File: src/rtl/mpu_load_stream_if.sv
// mpu_load_stream_if: request/status, source beat stream and register-file write bundle (transpose_in under MPU_LOAD_TRANSPOSE_EN)
interface mpu_load_stream_if #(
  parameter int DATA_W     = 32,
  parameter int M_MAX      = 4,
  parameter int N_MAX      = 4,
  parameter int LANES      = 2,
  parameter int REG_ADDR_W = 2
);
  localparam int MB = $clog2(M_MAX + 1);
  localparam int NB = $clog2(N_MAX + 1);
  logic                    req_in;
  logic                    abort_in;
  logic [MB-1:0]           m_size_in;
  logic [NB-1:0]           n_size_in;
  logic [REG_ADDR_W-1:0]   addr_in;
`ifdef MPU_LOAD_TRANSPOSE_EN
  logic                    transpose_in;
`endif
  logic                    error_out;
  logic                    busy_out;
  logic                    done_out;
  logic                    src_valid_in;
  logic [LANES*DATA_W-1:0] src_data_in;
  logic                    src_ready_out;
  logic                    reg_ready_in;
  logic                    reg_en_out;
  logic [REG_ADDR_W-1:0]   reg_addr_out;
  logic [MB-1:0]           reg_i_out;
  logic [NB-1:0]           reg_j_out;
  logic [LANES-1:0]        reg_mask_out;
  logic [LANES*DATA_W-1:0] reg_data_out;
  logic [MB-1:0]           reg_m_out;
  logic [NB-1:0]           reg_n_out;
  modport slave (
`ifdef MPU_LOAD_TRANSPOSE_EN
    input transpose_in,
`endif
    input req_in, abort_in, m_size_in, n_size_in, addr_in, src_valid_in, src_data_in, reg_ready_in,
    output error_out, busy_out, done_out, src_ready_out, reg_en_out, reg_addr_out,
    output reg_i_out, reg_j_out, reg_mask_out, reg_data_out, reg_m_out, reg_n_out
  );
  modport master (
`ifdef MPU_LOAD_TRANSPOSE_EN
    output transpose_in,
`endif
    output req_in, abort_in, m_size_in, n_size_in, addr_in, src_valid_in, src_data_in, reg_ready_in,
    input error_out, busy_out, done_out, src_ready_out, reg_en_out, reg_addr_out,
    input reg_i_out, reg_j_out, reg_mask_out, reg_data_out, reg_m_out, reg_n_out
  );
endinterface

File: src/rtl/mpu_load_stream.sv
// mpu_load_stream: multi-lane row-major matrix loader into the MPU register file; MPU_LOAD_TRANSPOSE_EN adds transposed writes
module mpu_load_stream #(
  parameter int DATA_W     = 32,
  parameter int M_MAX      = 4,
  parameter int N_MAX      = 4,
  parameter int LANES      = 2,
  parameter int REG_ADDR_W = 2
) (
  input logic clk,
  input logic rst,
  mpu_load_stream_if.slave bus
);
  localparam int MB = $clog2(M_MAX + 1);
  localparam int NB = $clog2(N_MAX + 1);
  localparam int CW = NB + $clog2(LANES + 1) + 1;
  typedef enum logic [1:0] {IDLE, REQUEST, LOAD} state_t;
  state_t state;
  logic [MB-1:0] m_r, row_ptr;
  logic [NB-1:0] n_r, col_ptr;
  logic [CW-1:0] col_sum;
  logic [LANES-1:0] mask;
  logic row_end, last, bad, tr, tr_in;
`ifdef MPU_LOAD_TRANSPOSE_EN
  assign tr_in = bus.transpose_in;
  always_ff @(posedge clk)
    if (rst) tr <= 1'b0;
    else if (state == IDLE && bus.req_in) tr <= tr_in;
`else
  assign tr_in = 1'b0;
  assign tr = 1'b0;
`endif
  always_comb begin
    col_sum = CW'(col_ptr) + CW'(LANES);
    row_end = col_sum >= CW'(n_r);
    last = row_end && (row_ptr == m_r - 1'b1);
    mask = '0;
    for (int k = 0; k < LANES; k++) mask[k] = (CW'(col_ptr) + CW'(k)) < CW'(n_r);
    bad = (bus.m_size_in == '0) || (bus.n_size_in == '0) ||
          (tr_in ? (32'(bus.n_size_in) > M_MAX || 32'(bus.m_size_in) > N_MAX)
                 : (32'(bus.m_size_in) > M_MAX || 32'(bus.n_size_in) > N_MAX));
  end
  // abort drops ready in the same cycle so no beat can slip in behind it
  assign bus.src_ready_out = (state == LOAD) && !bus.abort_in;
  assign bus.busy_out = state != IDLE;
  always_ff @(posedge clk) begin
    if (rst) begin
      state <= IDLE;
      m_r <= '0;
      n_r <= '0;
      row_ptr <= '0;
      col_ptr <= '0;
      bus.error_out <= 1'b0;
      bus.done_out <= 1'b0;
      bus.reg_en_out <= 1'b0;
      bus.reg_addr_out <= '0;
      bus.reg_i_out <= '0;
      bus.reg_j_out <= '0;
      bus.reg_mask_out <= '0;
      bus.reg_data_out <= '0;
      bus.reg_m_out <= '0;
      bus.reg_n_out <= '0;
    end else begin
      bus.error_out <= 1'b0;
      bus.done_out <= 1'b0;
      bus.reg_en_out <= 1'b0;
      case (state)
        IDLE: if (bus.req_in) begin
          if (bad) bus.error_out <= 1'b1;
          else begin
            m_r <= bus.m_size_in;
            n_r <= bus.n_size_in;
            row_ptr <= '0;
            col_ptr <= '0;
            bus.reg_addr_out <= bus.addr_in;
            bus.reg_m_out <= tr_in ? MB'(bus.n_size_in) : bus.m_size_in;
            bus.reg_n_out <= tr_in ? NB'(bus.m_size_in) : bus.n_size_in;
            state <= REQUEST;
          end
        end
        REQUEST: state <= bus.abort_in ? IDLE : bus.reg_ready_in ? LOAD : REQUEST;
        LOAD: if (bus.abort_in) state <= IDLE;
        else if (bus.src_valid_in) begin
          bus.reg_en_out <= 1'b1;
          bus.reg_data_out <= bus.src_data_in;
          bus.reg_mask_out <= mask;
          bus.reg_i_out <= tr ? MB'(col_ptr) : row_ptr;
          bus.reg_j_out <= tr ? NB'(row_ptr) : col_ptr;
          col_ptr <= row_end ? '0 : col_sum[NB-1:0];
          row_ptr <= row_end ? row_ptr + 1'b1 : row_ptr;
          if (last) begin
            bus.done_out <= 1'b1;
            state <= IDLE;
          end
        end
        default: state <= IDLE;
      endcase
    end
  end
endmodule

File: src/flat_wrapper.sv
// flat-port wrapper written by rule: the top's interface ports become plain ports
module mpu_load_stream_flat 
#(
  parameter int DATA_W     = 32,
  parameter int M_MAX      = 4,
  parameter int N_MAX      = 4,
  parameter int LANES      = 2,
  parameter int REG_ADDR_W = 2
)
  (clk, rst, bus_req_in, bus_abort_in, bus_m_size_in, bus_n_size_in, bus_addr_in, bus_src_valid_in, bus_src_data_in, bus_reg_ready_in, bus_error_out, bus_busy_out, bus_done_out, bus_src_ready_out, bus_reg_en_out, bus_reg_addr_out, bus_reg_i_out, bus_reg_j_out, bus_reg_mask_out, bus_reg_data_out, bus_reg_m_out, bus_reg_n_out);
  mpu_load_stream_if #(.DATA_W(DATA_W), .M_MAX(M_MAX), .N_MAX(N_MAX), .LANES(LANES), .REG_ADDR_W(REG_ADDR_W)) bus_i ();
  input logic clk;
  input logic rst;
  input wire logic [$bits(bus_i.req_in)-1:0] bus_req_in;
  input wire logic [$bits(bus_i.abort_in)-1:0] bus_abort_in;
  input wire logic [$bits(bus_i.m_size_in)-1:0] bus_m_size_in;
  input wire logic [$bits(bus_i.n_size_in)-1:0] bus_n_size_in;
  input wire logic [$bits(bus_i.addr_in)-1:0] bus_addr_in;
  input wire logic [$bits(bus_i.src_valid_in)-1:0] bus_src_valid_in;
  input wire logic [$bits(bus_i.src_data_in)-1:0] bus_src_data_in;
  input wire logic [$bits(bus_i.reg_ready_in)-1:0] bus_reg_ready_in;
  output wire logic [$bits(bus_i.error_out)-1:0] bus_error_out;
  output wire logic [$bits(bus_i.busy_out)-1:0] bus_busy_out;
  output wire logic [$bits(bus_i.done_out)-1:0] bus_done_out;
  output wire logic [$bits(bus_i.src_ready_out)-1:0] bus_src_ready_out;
  output wire logic [$bits(bus_i.reg_en_out)-1:0] bus_reg_en_out;
  output wire logic [$bits(bus_i.reg_addr_out)-1:0] bus_reg_addr_out;
  output wire logic [$bits(bus_i.reg_i_out)-1:0] bus_reg_i_out;
  output wire logic [$bits(bus_i.reg_j_out)-1:0] bus_reg_j_out;
  output wire logic [$bits(bus_i.reg_mask_out)-1:0] bus_reg_mask_out;
  output wire logic [$bits(bus_i.reg_data_out)-1:0] bus_reg_data_out;
  output wire logic [$bits(bus_i.reg_m_out)-1:0] bus_reg_m_out;
  output wire logic [$bits(bus_i.reg_n_out)-1:0] bus_reg_n_out;
  assign bus_i.req_in = bus_req_in;
  assign bus_i.abort_in = bus_abort_in;
  assign bus_i.m_size_in = bus_m_size_in;
  assign bus_i.n_size_in = bus_n_size_in;
  assign bus_i.addr_in = bus_addr_in;
  assign bus_i.src_valid_in = bus_src_valid_in;
  assign bus_i.src_data_in = bus_src_data_in;
  assign bus_i.reg_ready_in = bus_reg_ready_in;
  assign bus_error_out = bus_i.error_out;
  assign bus_busy_out = bus_i.busy_out;
  assign bus_done_out = bus_i.done_out;
  assign bus_src_ready_out = bus_i.src_ready_out;
  assign bus_reg_en_out = bus_i.reg_en_out;
  assign bus_reg_addr_out = bus_i.reg_addr_out;
  assign bus_reg_i_out = bus_i.reg_i_out;
  assign bus_reg_j_out = bus_i.reg_j_out;
  assign bus_reg_mask_out = bus_i.reg_mask_out;
  assign bus_reg_data_out = bus_i.reg_data_out;
  assign bus_reg_m_out = bus_i.reg_m_out;
  assign bus_reg_n_out = bus_i.reg_n_out;
  mpu_load_stream #(.DATA_W(DATA_W), .M_MAX(M_MAX), .N_MAX(N_MAX), .LANES(LANES), .REG_ADDR_W(REG_ADDR_W)) u_core (.clk(clk), .rst(rst), .bus(bus_i));
endmodule
File: config.mk
export PLATFORM = sky130hd
export DESIGN_NAME = mpu_load_stream_flat
export DESIGN_NICKNAME = d
export VERILOG_FILES = /design/src/rtl/mpu_load_stream_if.sv /design/src/rtl/mpu_load_stream.sv /design/src/flat_wrapper.sv
export SDC_FILE = /design/constraint.sdc
export NUM_CORES = 1
export LEC_CHECK = 0
export BUFFER_PORTS_ARGS = -buffer_cell sky130_fd_sc_hd__buf_2
export CORE_MARGIN = 2
export CORE_UTILIZATION = 30
export CTS_CLUSTER_DIAMETER = 150
export DETAILED_ROUTE_END_ITERATION = 7
export HOLD_SLACK_MARGIN = 0.1
export PLACE_DENSITY = 0.57
export SLEW_MARGIN = 15
export SYNTH_ARGS = -nofsm -noshare
export SYNTH_HDL_FRONTEND = slang
export SYNTH_SLANG_ARGS = --single-unit
File: constraint.sdc
create_clock -name clk -period 2.3 [get_ports clk]
set_input_delay 0.345 -clock clk [delete_from_list [all_inputs] [get_ports clk]]
set_output_delay 0.345 -clock clk [all_outputs]
set_load 0.005 [all_outputs]
Word-level counts from Yosys, hierarchy flattened
Cells that the tools add are included.

storage, ports and cells
  word-level logic and storage cells = 78
  flip-flop bits (word level) = 91
  output and inout port bits = 85
  input port bits = 78

cells by class
  add/sub/neg operators = 4
  reduce and logical (&&, ||, !) cells = 19
  $lt $le $gt $ge = 5
  equality and inequality tests = 10
  bitwise logic cells = 6
  mux-type cells = 21

operators by type and width
  operator                                       number
  two-way mux 3 bit                              8
  two-way mux 2 bit                              7
  case mux 3 bit (2 select lines)                2
  inequality test 2 bit (second input constant)  4
  greater-or-equal comparator 6 x 3 -> 1 bit     1
  > comparator 3 bit (second input constant)     2
  zero test 3 bit                                2
  < comparator 6 x 3 -> 1 bit                    1
  NOT 1 bit                                      6
  case mux 2 bit (3 select lines)                1
  AND reduction 3 bit                            2
  AND reduction 6 bit                            1
  OR reduction 3 bit                             2
  AND reduction 5 bit                            1
  adder 3 x 1 -> 4 bit (second input constant)   1
  adder 3 x 2 -> 4 bit (second input constant)   1
  AND reduction 4 bit                            1
  nonzero test 2 bit                             2
  OR reduction 4 bit                             1
  adder 3 x 1 -> 3 bit (second input constant)   1
  equality test 3 bit                            1
  logical OR 1 bit                               3
  < comparator 3 bit                             1
  two-way mux 1 bit                              3
  other kinds (9)                                10

Depth between registers and ports, before layout
  depth in word-level cells = 7
  gate-level depth with buffers = 6
  gate-level depth less buffers = 6

Least setup slack after synthesis
No wires, ideal clock.

  path kind = reg-to-reg
  start = register, netlist name u_core.bus.reg_n_out[2]
  end = register u_core.col_ptr[1]
  clock period less this slack = 1898 ps
  cell stages (with the launch flop) = 7
  slack = 402 ps
  data required time = 2225 ps
  data arrival time = 1823 ps
  path buffers = 0
  setup time = 75 ps
  path through = dfxtp_1 > inv_1 > fa_1 > or2_1 > o22a_1 > or4_1 > o22ai_1

RTL lines
  item                    RTL line               RTL
  end signal: assignment  mpu_load_stream.sv:88  col_ptr <= row_end ? '0 : col_sum[NB-1:0];
  end: declaration        mpu_load_stream.sv:19  logic [NB-1:0] n_r, col_ptr;

==> summary.txt <==
GRT Overall Usage = 0.146
Total inserted antenna cells = 0
Fin. Hold Viols = 0
Rel. slew slack = 0.589
Detailed placement HPWL = 6.40 mm
PortBufs = 161
First-pass GRT wire length = 14.6 mm
# nets final = 653
Pin count of the biggest net entering global routing = 43
Post-synth ARST share = 0
Clock sinks = 89
Met3 wire length = 616 um
Grt ovf = 0
Cell taking the most area after synthesis = dfxtp_1
CP Max Fanout = 4
Antenna violations before repair = 0
Synth top area cells = dfxtp_1, nand2_1, a21oi_1
DR iter-0 viols = 138
Number of synthesized flops with an enable pin = 0
Routed Antenna Nets = 0
Clock buffer depth = 2
Starting Density = 0.305
Buf/Inv on CP = 1
Core Footprint = 0.0113 sq mm
Routability Congestion = 0.793
Final std cells w/o fill = 714
Area delta synth->final = 37.0%
CP top delay family = simple AND/OR/NAND/NOR gates
Required @ worst endpoint = 2.57 ns
Unrepaired setup endpoints after global routing = false
Hold_buf cts = 0
Worst setup EP type = register
Kind of critical path = register to register
Min cycle time layout = 2.02 ns
Row count = 39
Mapped Area = 0.00345 sq mm
Clk_skew = 0.00507 ns
Vias in the first global route = 3,062
Synthesized area per cell = 8.30 sq um
Crit-path slowest cell = fa_1
Setup TNS = 0 ns
PwrDens = 694 mW/mm^2
Worst-skew pair later-pin latency = 0.34 ns
Final core occ = 0.418
Critical Path AT = 2.29 ns
CTS tree = built
Share of cells above drive strength 1 = 0.333
Slew Limit Fails = 0
Post-Syn Instances = 416
Die Area = 0.0124 sq mm
PostCTS Resize Cnt = 0
Residual DRC count = 0
CTS clk-pin slew, worst paths = 0.07 ns
MaxCap Viol Count = 0
TritonRoute pass-1 iters = 5
Worst-path cell chain = inv_1, fa_1, or2_1, o22a_1, or4_1, o22ai_1
Vias = 3,247
Status = finished clean
Placed insts = 698
DR vias/cell = 4.55
Die W = 111 um
Maximum VDD drop = 0.375 mV
H-tree levels = 3
Setup violators final = 0
Power, Total = 0.00328 W
Yosys cell types = 41
I/O pin count = 163
Crit-path max cell delay = 0.49 ns
Clock buffer count from CTS = 9
DR WL/cell = 12.3 um
Sequential area share after synthesis = 0.516
Yosys top cell area share = 0.516
Chip height = 111 um
Hold Crit Class = input port to register
Routed WL = 8.81 mm
Seq cells post-synth = 89
Worst slew pin tran = 0.617 ns
Synth Flop Type = dfxtp_1
Yosys warning count = 0
Startpoint types = register
Mapped Nets = 503
M1 WL = 4.02 mm
Root Buffer Master = clkbuf_16
Final Cycle Share = 0.878
Leak = 2.06 nW
Routed wl met2 = 3.96 mm
Post-CTS Setup Repair Bufs = 0
Max Fclk = 495 MHz
Top sig layer = met4
Yosys cell counts (2+ instances only):
cell / instances
a211oi_1: 3
a21oi_1: 74
a31oi_1: 2
buf_2: 7
clkbuf_1: 20
dfxtp_1: 89
ha_1: 8
inv_1: 6
mux2i_1: 8
nand2_1: 139
nand2b_1: 2
nand3_1: 3
nor2_1: 15
nor2b_1: 4
nor3_1: 5
o21a_1: 2
o21bai_1: 2
o221ai_1: 2
or2_2: 2
xor2_1: 2
cells in the final DEF (no fill, tap or decap), drive strengths merged, types with 2 or more instances in the layout:
master,count
o21a,2
nand2,139
nor3,5
or2,3
xor2,2
bufinv,2
dfxtp,89
ha,8
buf,168
o221ai,2
clkinv,3
or3b,2
a31oi,2
nand3,3
nor2,15
mux2i,8
clkbuf,10
inv,6
o21bai,2
nor2b,4
nand2b,2
a211oi,3
a21oi,74
power breakdown:
part / switching (W) / total (W) / internal, W
clock network: 0.000597 / 0.00154 / 0.000946
registers: 0.00000862 / 0.00156 / 0.00155
logic: 0.0000864 / 0.000177 / 0.0000904
metrics by stage:
step,hold slack (ns),worst slack [ns],area [sq um]
global placement,0.438,0.297,4420
floorplan,0.453,0.402,3450
global route,0.227,0.130,4730
finish,0.236,0.281,4730
detailed placement,0.444,0.283,4420
CTS,0.218,0.270,4730
final cells by class:
class | count | area (sq um)
clock inverter | 6 | 82.6
clock buffer | 10 | 229
timing repair buffer | 168 | 883
inverter | 6 | 22.5
fill | 1183 | 6590
multi-input combinational | 292 | 1550
sequential | 89 | 1780
tap | 143 | 179
sequential cells by signal, indices dropped and copies added, names as in the netlist, 3 cells and up:
name / cells
u_core.row_ptr: 3
u_core.bus.reg_n_out: 3
u_core.bus.reg_m_out: 3
u_core.bus.reg_data_out: 64
u_core.bus.reg_i_out: 3
cells by family (layout without fill, tap and decap cells):
| kind of cell | Yosys count | in the layout | share of synthesized area |
|---|---|---|---|
| AO/OA/AOI/OAI | 90 | 90 | 0.148 |
| XOR/XNOR | 3 | 3 | 0.0116 |
| adder cells (fa/ha/maj) | 9 | 9 | 0.0348 |
| buffers and inverters | 35 | 190 | 0.0439 |
| flip-flops | 89 | 89 | 0.516 |
| multiplexers | 9 | 9 | 0.0265 |
| other | 1 | 1 | 0.00109 |
| AND/OR/NAND/NOR | 180 | 180 | 0.219 |
worst reg2reg max path: stages, from the launching register on:
cell and delay [ns]:
dfxtp_1 0.35, inv_1 0.10, fa_1 0.49, or2_1 0.26, o22a_1 0.21, or4_1 0.40, o22ai_1 0.14
path summary, 6_finish.rpt:
kind / start / end / slack, ns / cells after the start
worst min-delay path: bus_src_data_in[20] / u_core.bus.reg_data_out[20]$_SDFFE_PP0P_ / 0.24 / 3
worst min register to register: u_core.bus.reg_data_out[62]$_SDFFE_PP0P_ / u_core.bus.reg_data_out[62]$_SDFFE_PP0P_ / 0.45 / 2
worst max register to register: u_core.bus.reg_n_out[2]$_SDFFE_PP0P_ / u_core.col_ptr[1]$_SDFFE_PP0P_ / 0.28 / 6
worst max-delay path: u_core.bus.reg_n_out[2]$_SDFFE_PP0P_ / u_core.col_ptr[1]$_SDFFE_PP0P_ / 0.28 / 6
per-layer routing:
layer	GRT usage	up-vias
met5	0	-
met4	0.0782	0
li1	-	1674
met3	0.0437	12
met1	0.180	1462
met2	0.228	99
Note: power is estimated with default switching activity, not from simulation.
